## config.mk

```make
export PLATFORM = sky130hd
export DESIGN_NAME = frv_eic
export DESIGN_NICKNAME = d
export VERILOG_FILES = /design/src/rtl/frv_eic.sv
export SDC_FILE = /design/constraint.sdc
export NUM_CORES = 1
export LEC_CHECK = 0
export CAP_MARGIN = 20
export CORE_MARGIN = 8
export CORE_UTILIZATION = 35
export CTS_BUF_LIST = sky130_fd_sc_hd__clkbuf_8
export DETAILED_ROUTE_END_ITERATION = 16
export PLACE_DENSITY_LB_ADDON = 0.25
export SYNTH_ARGS = -nofsm -noshare
export SYNTH_HDL_FRONTEND = slang
export SYNTH_SLANG_ARGS = --single-unit
```

## constraint.sdc

```tcl
create_clock -name g_clk -period 4.35 [get_ports g_clk]
set_input_delay 0.6525 -clock g_clk [delete_from_list [all_inputs] [get_ports g_clk]]
set_output_delay 0.6525 -clock g_clk [all_outputs]
set_load 0.02 [all_outputs]
```

## src/rtl/frv_eic.sv

```systemverilog
// frv_eic: external interrupt controller for the FRV core.
// Synchronises up to 15 interrupt lines and latches edge-mode sources.
// Presents the lowest-id eligible source on ex_pending/ex_cause.
// Firmware claims one source at a time through a 4-register port.
module frv_eic #(
  parameter int unsigned NSRC        = 15,
  parameter int unsigned SYNC_STAGES = 2
) (
  input  logic            g_clk,
  input  logic            g_resetn,
  input  logic [NSRC-1:0] irq_in,
  input  logic            reg_en,
  input  logic            reg_wen,
  input  logic [1:0]      reg_addr,
  input  logic [31:0]     reg_wdata,
  output logic [31:0]     reg_rdata,
  output logic            ex_pending,
  output logic [3:0]      ex_cause
);

  // Internal vectors are indexed by source id; bit 0 is never a source.
  localparam int unsigned VW = 16;
  localparam logic [VW-1:0] ID_MASK = VW'((32'd1 << (NSRC + 1)) - 32'd2);

  localparam logic [1:0] ADDR_ENABLE  = 2'd0;
  localparam logic [1:0] ADDR_EDGE    = 2'd1;
  localparam logic [1:0] ADDR_PENDING = 2'd2;
  localparam logic [1:0] ADDR_CLAIM   = 2'd3;

  logic [VW-1:0] sync_q [SYNC_STAGES];
  logic [VW-1:0] sync_d [SYNC_STAGES];
  logic [VW-1:0] prev_q, prev_d;
  logic [VW-1:0] lat_q, lat_d;
  logic [VW-1:0] enable_q, enable_d;
  logic [VW-1:0] edge_q, edge_d;
  logic [3:0]    in_service_q, in_service_d;
  logic [31:0]   reg_rdata_q, reg_rdata_d;
  logic          ex_pending_q, ex_pending_d;
  logic [3:0]    ex_cause_q, ex_cause_d;

  logic [VW-1:0] irq_id_c;
  logic [VW-1:0] sync_c;
  logic [VW-1:0] rise_c;
  logic [VW-1:0] pending_c;
  logic [VW-1:0] elig_c;
  logic [3:0]    id_c;
  logic [VW-1:0] lat_clr_c;
  logic [VW-1:0] edge_chg_c;
  logic          rd_c;
  logic          wr_c;
  logic          unused_wdata_c;

  assign irq_id_c       = VW'({irq_in, 1'b0});
  assign sync_c         = sync_q[SYNC_STAGES-1];
  assign rd_c           = reg_en & ~reg_wen;
  assign wr_c           = reg_en & reg_wen;
  assign unused_wdata_c = ^reg_wdata[31:VW];

  // Pending vector: edge sources see this cycle's rise immediately, level sources follow sync.
  always_comb begin
    rise_c    = sync_c & ~prev_q & ID_MASK;
    pending_c = (((lat_q | rise_c) & edge_q) | (sync_c & ~edge_q)) & ID_MASK;
    elig_c    = (in_service_q != 4'd0) ? '0 : (pending_c & enable_q);
  end

  // Priority encoder: lowest eligible id wins.
  always_comb begin
    id_c = 4'd0;
    for (int i = VW - 1; i >= 1; i--) begin
      if (elig_c[i]) id_c = 4'(i);
    end
  end

  // Next-state for synchroniser, registers, claim state and outputs.
  always_comb begin
    sync_d[0] = irq_id_c;
    for (int k = 1; k < SYNC_STAGES; k++) sync_d[k] = sync_q[k-1];
    prev_d       = sync_c;
    enable_d     = enable_q;
    edge_d       = edge_q;
    in_service_d = in_service_q;
    reg_rdata_d  = reg_rdata_q;
    lat_clr_c    = '0;
    edge_chg_c   = '0;

    if (wr_c) begin
      case (reg_addr)
        ADDR_ENABLE:  enable_d = reg_wdata[VW-1:0] & ID_MASK;
        ADDR_EDGE: begin
          edge_d     = reg_wdata[VW-1:0] & ID_MASK;
          edge_chg_c = edge_q ^ edge_d;
        end
        ADDR_PENDING: lat_clr_c = reg_wdata[VW-1:0] & edge_q;
        default: begin
          if ((in_service_q != 4'd0) && (reg_wdata[3:0] == in_service_q))
            in_service_d = 4'd0;
        end
      endcase
    end

    if (rd_c) begin
      case (reg_addr)
        ADDR_ENABLE:  reg_rdata_d = 32'(enable_q);
        ADDR_EDGE:    reg_rdata_d = 32'(edge_q);
        ADDR_PENDING: reg_rdata_d = 32'(pending_c);
        default: begin
          reg_rdata_d = 32'(id_c);
          if (id_c != 4'd0) begin
            in_service_d = id_c;
            lat_clr_c    = (VW'(1) << id_c) & edge_q;
          end
        end
      endcase
    end

    // A fresh rise beats a claim/W1C clear; a mode change always clears.
    lat_d = (((lat_q & ~lat_clr_c) | (rise_c & edge_q)) & ~edge_chg_c) & ID_MASK;

    ex_pending_d = |elig_c;
    ex_cause_d   = id_c;
  end

  // State register with synchronous active-low reset.
  always_ff @(posedge g_clk) begin
    if (!g_resetn) begin
      for (int k = 0; k < SYNC_STAGES; k++) sync_q[k] <= '0;
      prev_q       <= '0;
      lat_q        <= '0;
      enable_q     <= '0;
      edge_q       <= '0;
      in_service_q <= 4'd0;
      reg_rdata_q  <= 32'd0;
      ex_pending_q <= 1'b0;
      ex_cause_q   <= 4'd0;
    end else begin
      for (int k = 0; k < SYNC_STAGES; k++) sync_q[k] <= sync_d[k];
      prev_q       <= prev_d;
      lat_q        <= lat_d;
      enable_q     <= enable_d;
      edge_q       <= edge_d;
      in_service_q <= in_service_d;
      reg_rdata_q  <= reg_rdata_d;
      ex_pending_q <= ex_pending_d;
      ex_cause_q   <= ex_cause_d;
    end
  end

  assign reg_rdata  = reg_rdata_q;
  assign ex_pending = ex_pending_q;
  assign ex_cause   = ex_cause_q;

endmodule

```

==> summary.txt, run 1 <==
Synth
  • Synth cell types: 57
  • Yosys reg bits: 115
  • Synth Cell Area: 0.00552 mm2
  • Post-synthesis sequential area ratio: 0.417
  • Share of the synthesized area in the top cell type: 0.417
  • Main synth FF type: dfxtp_1
  • Yosys warnings: 0
  • Post-synth EDFFs: 0
  • Most area-hungry cell type in the Yosys netlist: dfxtp_1
  • Asr flop ratio synth: 0
  • Cells after synthesis: 645
  • Synth area leaders: dfxtp_1 (42%), nand2_1 (8.1%), a21boi_0 (4.6%)
  • Mean post-synth cell area: 8.56 um2

Finish
  • Util after Layout: 0.424
  • Nets: 765
  • Area Growth Syn to Fin: 20.2%
  • Fin area: 0.00664 mm2
  • Post-Layout Cell Count: 926
  • Antenna cells: 0
  • Layout cells sized above 1: 0.0803
  • Most frequent cells in the layout: nand2_1 (119), dfxtp_1 (115), clkdlybuf4s50_1 (56), and2_1 (39), a21boi_0 (34)
  • Leading cell type in the layout, fill and taps excluded: nand2_1

GRT
  • First-pass GRT wire length: 26200 um
  • Pin count of the biggest net entering global routing: 52
  • Vias in the first global route: 4897
  • Gr ovfl total: 0
  • Initial antenna violation count: 0
  • Total Routing Usage GR: 0.167

CTS
  • Num CTS Buffers: 17
  • CTS max path bufs: 2
  • CTS Hold Bufs: 0
  • Clock latency on the worst-skew pair: 0.44 ns
  • Post-CTS Setup Inserts: 0
  • Reg clk slew, reported paths: 0.07 ns
  • CTS tree: built
  • Post-cts resize count: 0
  • Clk root buf: clkbuf_8
  • Clock sinks: 115
  • H-tree levels: 4

Placement
  • DP Area: 0.00627 mm2
  • Port Buf Inserts: 57
  • Inst Count DP: 894
  • Post-DP HPWL: 11200 um
  • Final Wtd Congestion: 0.843

STA
  • Final hold viol count: 0
  • Worst relative slew slack: 0.353
  • RSZ-0062 raised after global routing: no
  • Minimum clock period after layout: 2.84 ns
  • Period Utilization, post-route: 0.653
  • Slew @ Worst Pin: 0.968 ns
  • Clock skew: 0.00770 ns
  • Final Setup Violations: 0
  • Setup_tns: 0 ns
  • Fmax: 352 MHz
  • Max-slew violation count: 0

Critical path
  • CP Capture Type: register
  • Crit-path slowest cell: a221oi_1
  • Worst r2r dst: lat_q[11]
  • Crit path DAT: 3.13 ns
  • CP startpoint: edge_q[5]
  • Worst setup SP type: register
  • CP max FO: 9
  • Worst EP required: 4.64 ns
  • Max incr delay on CP: 0.75 ns
  • Setup slack, reg-to-reg: 1.51 ns
  • R2R Path Start: edge_q[5]
  • Worst r2r path cells: 6
  • Cell Chain, Critical Path: and3_1, a31oi_1, nand2_1, a221oi_1, and2_1, a41oi_1
  • CP Class: reg -> reg

Power and ir drop
  • VDD IR max: 0.171 mV
  • Pwr dens: 340 mW/mm2
  • Final Total Pwr: 0.00226 W
  • Leakage: 2.73 nW

Die
  • Die W: 142 um
  • CORE AREA: 0.0157 mm2
  • Cell Rows: 46
  • Top-level port count: 90
  • Initial Util: 0.353
  • Die area: 0.0201 mm2
  • Die Y: 142 um

Route
  • DRT Wirelength: 16400 um
  • Vias: 4963
  • Remaining antenna violation count: 0
  • Drt pass-1 iters: 5
  • Post-route DRC: 0
  • WL/cell: 17.7 um
  • DR vias/cell: 5.36
  • Starting DRT DRC Count: 366

Job
  • Max-cap viol count: 0

Min path
  • Min-Delay Endpoint: sync_q[0][25]
  • Hold path startpoint: sync_q[0][9]
  • Hold Path Depth: 1
  • Type of the most critical hold path: reg -> reg

Run status
  • Outcome: complete, no violations
-- worst max-delay path, delay by kind of cell (launching register included) --
family           cells  cell delay (ns)
AND/OR/NAND/NOR      3             0.87
flip-flops           1             0.36
AO/OA/AOI/OAI        3             1.46
-- cell usage after synthesis, types with 13 or more instances --
cell and instances:
a21boi_0 34, a21oi_1 20, a31oi_1 31, and2_1 39, and3_1 19, buf_4 16, clkbuf_1 33, dfxtp_1 115
ha_1 15, inv_1 24, nand2_1 119, nor2_1 16, nor2b_1 20, o221ai_1 13
-- worst max-delay path by stage --
stage / to / depth (start not counted) / slack [ns]
after floorplan: lat_q[12] / 7 / 2.12
after global placement: lat_q[7] / 8 / 1.40
after detailed placement: lat_q[7] / 8 / 1.35
after CTS: lat_q[7] / 6 / 1.52
after global routing: lat_q[11] / 6 / 1.27
final: lat_q[11] / 6 / 1.51
-- registers in the layout, summed over array words and instances (netlist names) --
register	cells
edge_q	15
enable_q	15
ex_cause	4
ex_pending	1
in_service_q	4
lat_q	15
prev_q	15
reg_rdata	16
sync_q	30
-- through the flow --
stage | setup WS (ns) | hold WS [ns]
4_1_cts | 1.52 | 0.435
6_report | 1.51 | 0.432
5_1_grt | 1.27 | 0.446
3_5_place_dp | 1.35 | 0.419
2_1_floorplan | 2.12 | 0.412
3_3_place_gp | 1.40 | 0.417
-- routing by layer --
| layer | global-route usage | vias to the layer above | routed length, um |
|---|---|---|---|
| li1 | - | 2393 | - |
| met1 | 0.209 | 2373 | 7340 |
| met2 | 0.268 | 165 | 7610 |
| met3 | 0.0420 | 32 | 1020 |
| met4 | 0.0724 | 0 | 373 |
| met5 | 0 | - | 0 |
-- where the power goes --
group          leakage [nW]  switching (W)  total (W)  internal [W]
sequential            0.938      0.0000215    0.00111       0.00109
combinational          1.58       0.000124   0.000216     0.0000913
clock                 0.203       0.000428   0.000938      0.000509
total                  2.73       0.000574    0.00226       0.00169
-- kinds of logic after synthesis --
logic type               count (synthesis)  synth area share
XOR/XNOR                                 4           0.00634
adder cells (fa/ha/maj)                 15            0.0340
AND/OR/NAND/NOR                        256             0.233
other                                    1          0.000679
AO/OA/AOI/OAI                          177             0.243
flip-flops                             115             0.417
buffers and inverters                   75            0.0621
multiplexers                             2           0.00362
-- final cells by class --
class	count	area (um2)
Inverter	24	90.1
Fill cell	1609	9010
Clock buffer	18	248
Clock inverter	14	124
Tap cell	216	270
Multi-Input combinational cell	470	2940
Sequential cell	115	2300
Timing Repair Buffer	69	668
No activity file was read; power rests on OpenSTA's default activity.
==> run 2, diff against run 1 <==
==> constraint.sdc (replaced) <==
create_clock -name g_clk -period 2.7 [get_ports g_clk]
set_input_delay 0.405 -clock g_clk [delete_from_list [all_inputs] [get_ports g_clk]]
set_output_delay 0.405 -clock g_clk [all_outputs]
set_load 0.02 [all_outputs]
==> summary.txt, run 2 (synthesis gave the netlist of run 1 again) <==
Finish
  • Area Growth Syn to Fin: 24.3% (was 20.2%)
  • Area occupied by multi-input gates: 0.00294 mm2 (unchanged)
  • Antenna cells: 0 (unchanged)
  • Most frequent cells in the layout: nand2_1 (119), dfxtp_1 (115), clkdlybuf4s50_1 (56), and2_1 (39), a21boi_0 (34) (unchanged)
  • Top reg by flops: sync_q (unchanged)
  • Util after Layout: 0.438 (was 0.424)
  • Reg area: 0.00230 mm2 (unchanged)
  • Layout cells sized above 1: 0.106 (was 0.0803)
  • Fill cells: 1560 (was 1609)
  • Post-Layout Cell Count: 943 (was 926)
  • Max FFs per register: 30 (unchanged)
  • Leading cell type in the layout, fill and taps excluded: nand2_1 (unchanged)
  • Nets: 782 (was 765)

STA
  • Final hold viol count: 0 (unchanged)
  • Max-slew violation count: 0 (unchanged)
  • Period Utilization, post-route: 0.910 (was 0.653)
  • RSZ-0062 raised after global routing: no (unchanged)
  • Worst Slack Setup Final: 0.243 ns (was 1.51 ns)
  • Slew @ Worst Pin: 0.718 ns (was 0.968 ns)
  • Worst relative slew slack: 0.521 (was 0.353)
  • Minimum clock period after layout: 2.46 ns (was 2.84 ns)
  • Final Setup Violations: 0 (unchanged)
  • Fmax: 407 MHz (was 352 MHz)
  • Setup_tns: 0 ns (unchanged)
  • Clock skew: 0.00775 ns (was 0.00770 ns)

Placement
  • Place WS: 0.298 ns (was 1.35 ns)
  • Port Buf Inserts: 57 (unchanged)
  • Post-DP HPWL: 11500 um (was 11200 um)
  • Final Wtd Congestion: 0.873 (was 0.843)
  • Inst Count DP: 911 (was 894)

Critical path
  • CP Class: reg -> reg (unchanged)
  • Max incr delay on CP: 0.56 ns (was 0.75 ns)
  • CP max FO: 5 (was 9)
  • Cell Chain, Critical Path: or4_4, a311o_4, nor3b_4, nand3_1, nor3_1, a41oi_1 (was and3_1, a31oi_1, nand2_1, a221oi_1, and2_1, a41oi_1)
  • Crit-path slowest cell: or4_4 (was a221oi_1)
  • Setup slack, reg-to-reg: 0.24 ns (was 1.51 ns)
  • R2R Path Start: in_service_q[0] (was edge_q[5])
  • Crit path DAT: 2.76 ns (was 3.13 ns)
  • Worst r2r dst: lat_q[9] (was lat_q[11])
  • Worst setup SP type: register (unchanged)
  • Worst r2r path cells: 6 (unchanged)
  • CP Capture Type: register (unchanged)
  • Worst EP required: 3.00 ns (was 4.64 ns)

Power and ir drop
  • VDD IR max: 0.297 mV (was 0.171 mV)
  • Leakage: 2.84 nW (was 2.73 nW)
  • Pwr dens: 581 mW/mm2 (was 340 mW/mm2)

Die
  • Die area: 0.0201 mm2 (unchanged)
  • Die W: 142 um (unchanged)
  • Top-level port count: 90 (unchanged)
  • Cell Rows: 46 (unchanged)
  • Initial Util: 0.353 (unchanged)
  • Die Y: 142 um (unchanged)
  • CORE AREA: 0.0157 mm2 (unchanged)

GRT
  • Total Routing Usage GR: 0.167 (about the same)
  • First-pass GRT wire length: 26300 um (was 26200 um)
  • Vias in the first global route: 4970 (was 4897)
  • Pin count of the biggest net entering global routing: 43 (was 52)
  • Gr ovfl total: 0 (unchanged)
  • Initial antenna violation count: 0 (unchanged)

CTS
  • Clock latency on the worst-skew pair: 0.44 ns (about the same)
  • CTS max path bufs: 2 (unchanged)
  • Post-CTS Setup Inserts: 0 (unchanged)
  • Num CTS Buffers: 17 (unchanged)
  • Clk root buf: clkbuf_8 (unchanged)
  • Reg clk slew, reported paths: 0.07 ns (about the same)
  • Post-cts resize count: 0 (unchanged)
  • CTS tree: built (unchanged)
  • Clock sinks: 115 (unchanged)
  • H-tree levels: 4 (unchanged)
  • CTS Hold Bufs: 0 (unchanged)

Route
  • WL/cell: 17.3 um (was 17.7 um)
  • Remaining antenna violation count: 0 (unchanged)
  • Vias: 5011 (was 4963)
  • DRT Wirelength: 16300 um (was 16400 um)
  • Drt pass-1 iters: 5 (unchanged)
  • DR vias/cell: 5.31 (was 5.36)
  • Starting DRT DRC Count: 337 (was 366)
  • Post-route DRC: 0 (unchanged)

Run status
  • Outcome: complete, no violations (unchanged)

Min path
  • Min-Delay Endpoint: sync_q[0][21] (was sync_q[0][25])
  • Hold Path Depth: 1 (unchanged)
  • Type of the most critical hold path: reg -> reg (unchanged)
  • Hold path startpoint: sync_q[0][5] (was sync_q[0][9])

Job
  • Max-cap viol count: 0 (unchanged)
-- run 2: cell count changes in the layout (fill, tap and decap cells not counted), sizes merged --
cell    before  now
buf         13   30
clkbuf      18   23
clkinv       6    2
inv         28   25
bufinv       2    4
-- run 2: metal layers --
metal	part of all wire	track usage	vias up	wire (um)
li1	-	-	2429	-
met3	0.069	0.0501	38	1120
met5	0	0	-	0
met2	0.45	0.267	180	7370
met1	0.45	0.205	2364	7370
met4	0.027	0.0724	0	434
-- run 2: worst max-delay path, delay by kind of cell, from the launching register on --
kind | cells | cell delay, ns
AOI/OAI and AO/OA | 2 | 0.52
and+or+nand+nor | 4 | 1.45
DFF | 1 | 0.35
-- run 2: cell type report --
class                           instances  area share
Tap cell                              216      0.0394
Clock buffer                           23      0.0461
Multi-Input combinational cell        470       0.428
Timing Repair Buffer                   86       0.116
Sequential cell                       115       0.335
Clock inverter                          9      0.0217
Inverter                               24      0.0131
-- run 2: how the worst max path moves through the flow --
stage | startpoint | endpoint | slack [ns] | depth (start not counted)
3_3_place_gp | in_service_q[0] | lat_q[7] | 0.34 | 5
2_1_floorplan | in_service_q[0] | lat_q[14] | 0.55 | 6
6_report | in_service_q[0] | lat_q[9] | 0.24 | 6
4_1_cts | in_service_q[0] | lat_q[9] | 0.29 | 6
5_1_grt | in_service_q[0] | lat_q[10] | 0.12 | 6
3_5_place_dp | in_service_q[0] | lat_q[7] | 0.30 | 5
-- run 2: where the power goes --
| group | total (W) | switching [W] | leakage (nW) | internal (W) |
|---|---|---|---|---|
| logic | 0.000358 | 0.000201 | 1.66 | 0.000157 |
| clock network | 0.00185 | 0.000700 | 0.235 | 0.00115 |
| registers | 0.00178 | 0.0000348 | 0.938 | 0.00175 |
| total | 0.00399 | 0.000936 | 2.84 | 0.00305 |
-- run 2: through the flow --
step                hold WS, ns  power [W]  area, um2
global route              0.450    0.00415       6860
floorplan                 0.412    0.00202       5580
detailed placement        0.418    0.00218       6400
global placement          0.416    0.00217       6400
finish                    0.434    0.00399       6860
CTS                       0.437    0.00403       6860
==> run 3, diff against run 2 <==
--- a/config.mk
+++ b/config.mk
@@ -10,6 +10,7 @@
 export CORE_UTILIZATION = 35
 export CTS_BUF_LIST = sky130_fd_sc_hd__clkbuf_8
 export DETAILED_ROUTE_END_ITERATION = 16
+export HOLD_SLACK_MARGIN = 0.06
 export PLACE_DENSITY_LB_ADDON = 0.25
 export SYNTH_ARGS = -nofsm -noshare
 export SYNTH_HDL_FRONTEND = slang
==> results of run 3 <==
Same layout as run 2: the final DEF is identical, and so are final timing and power.
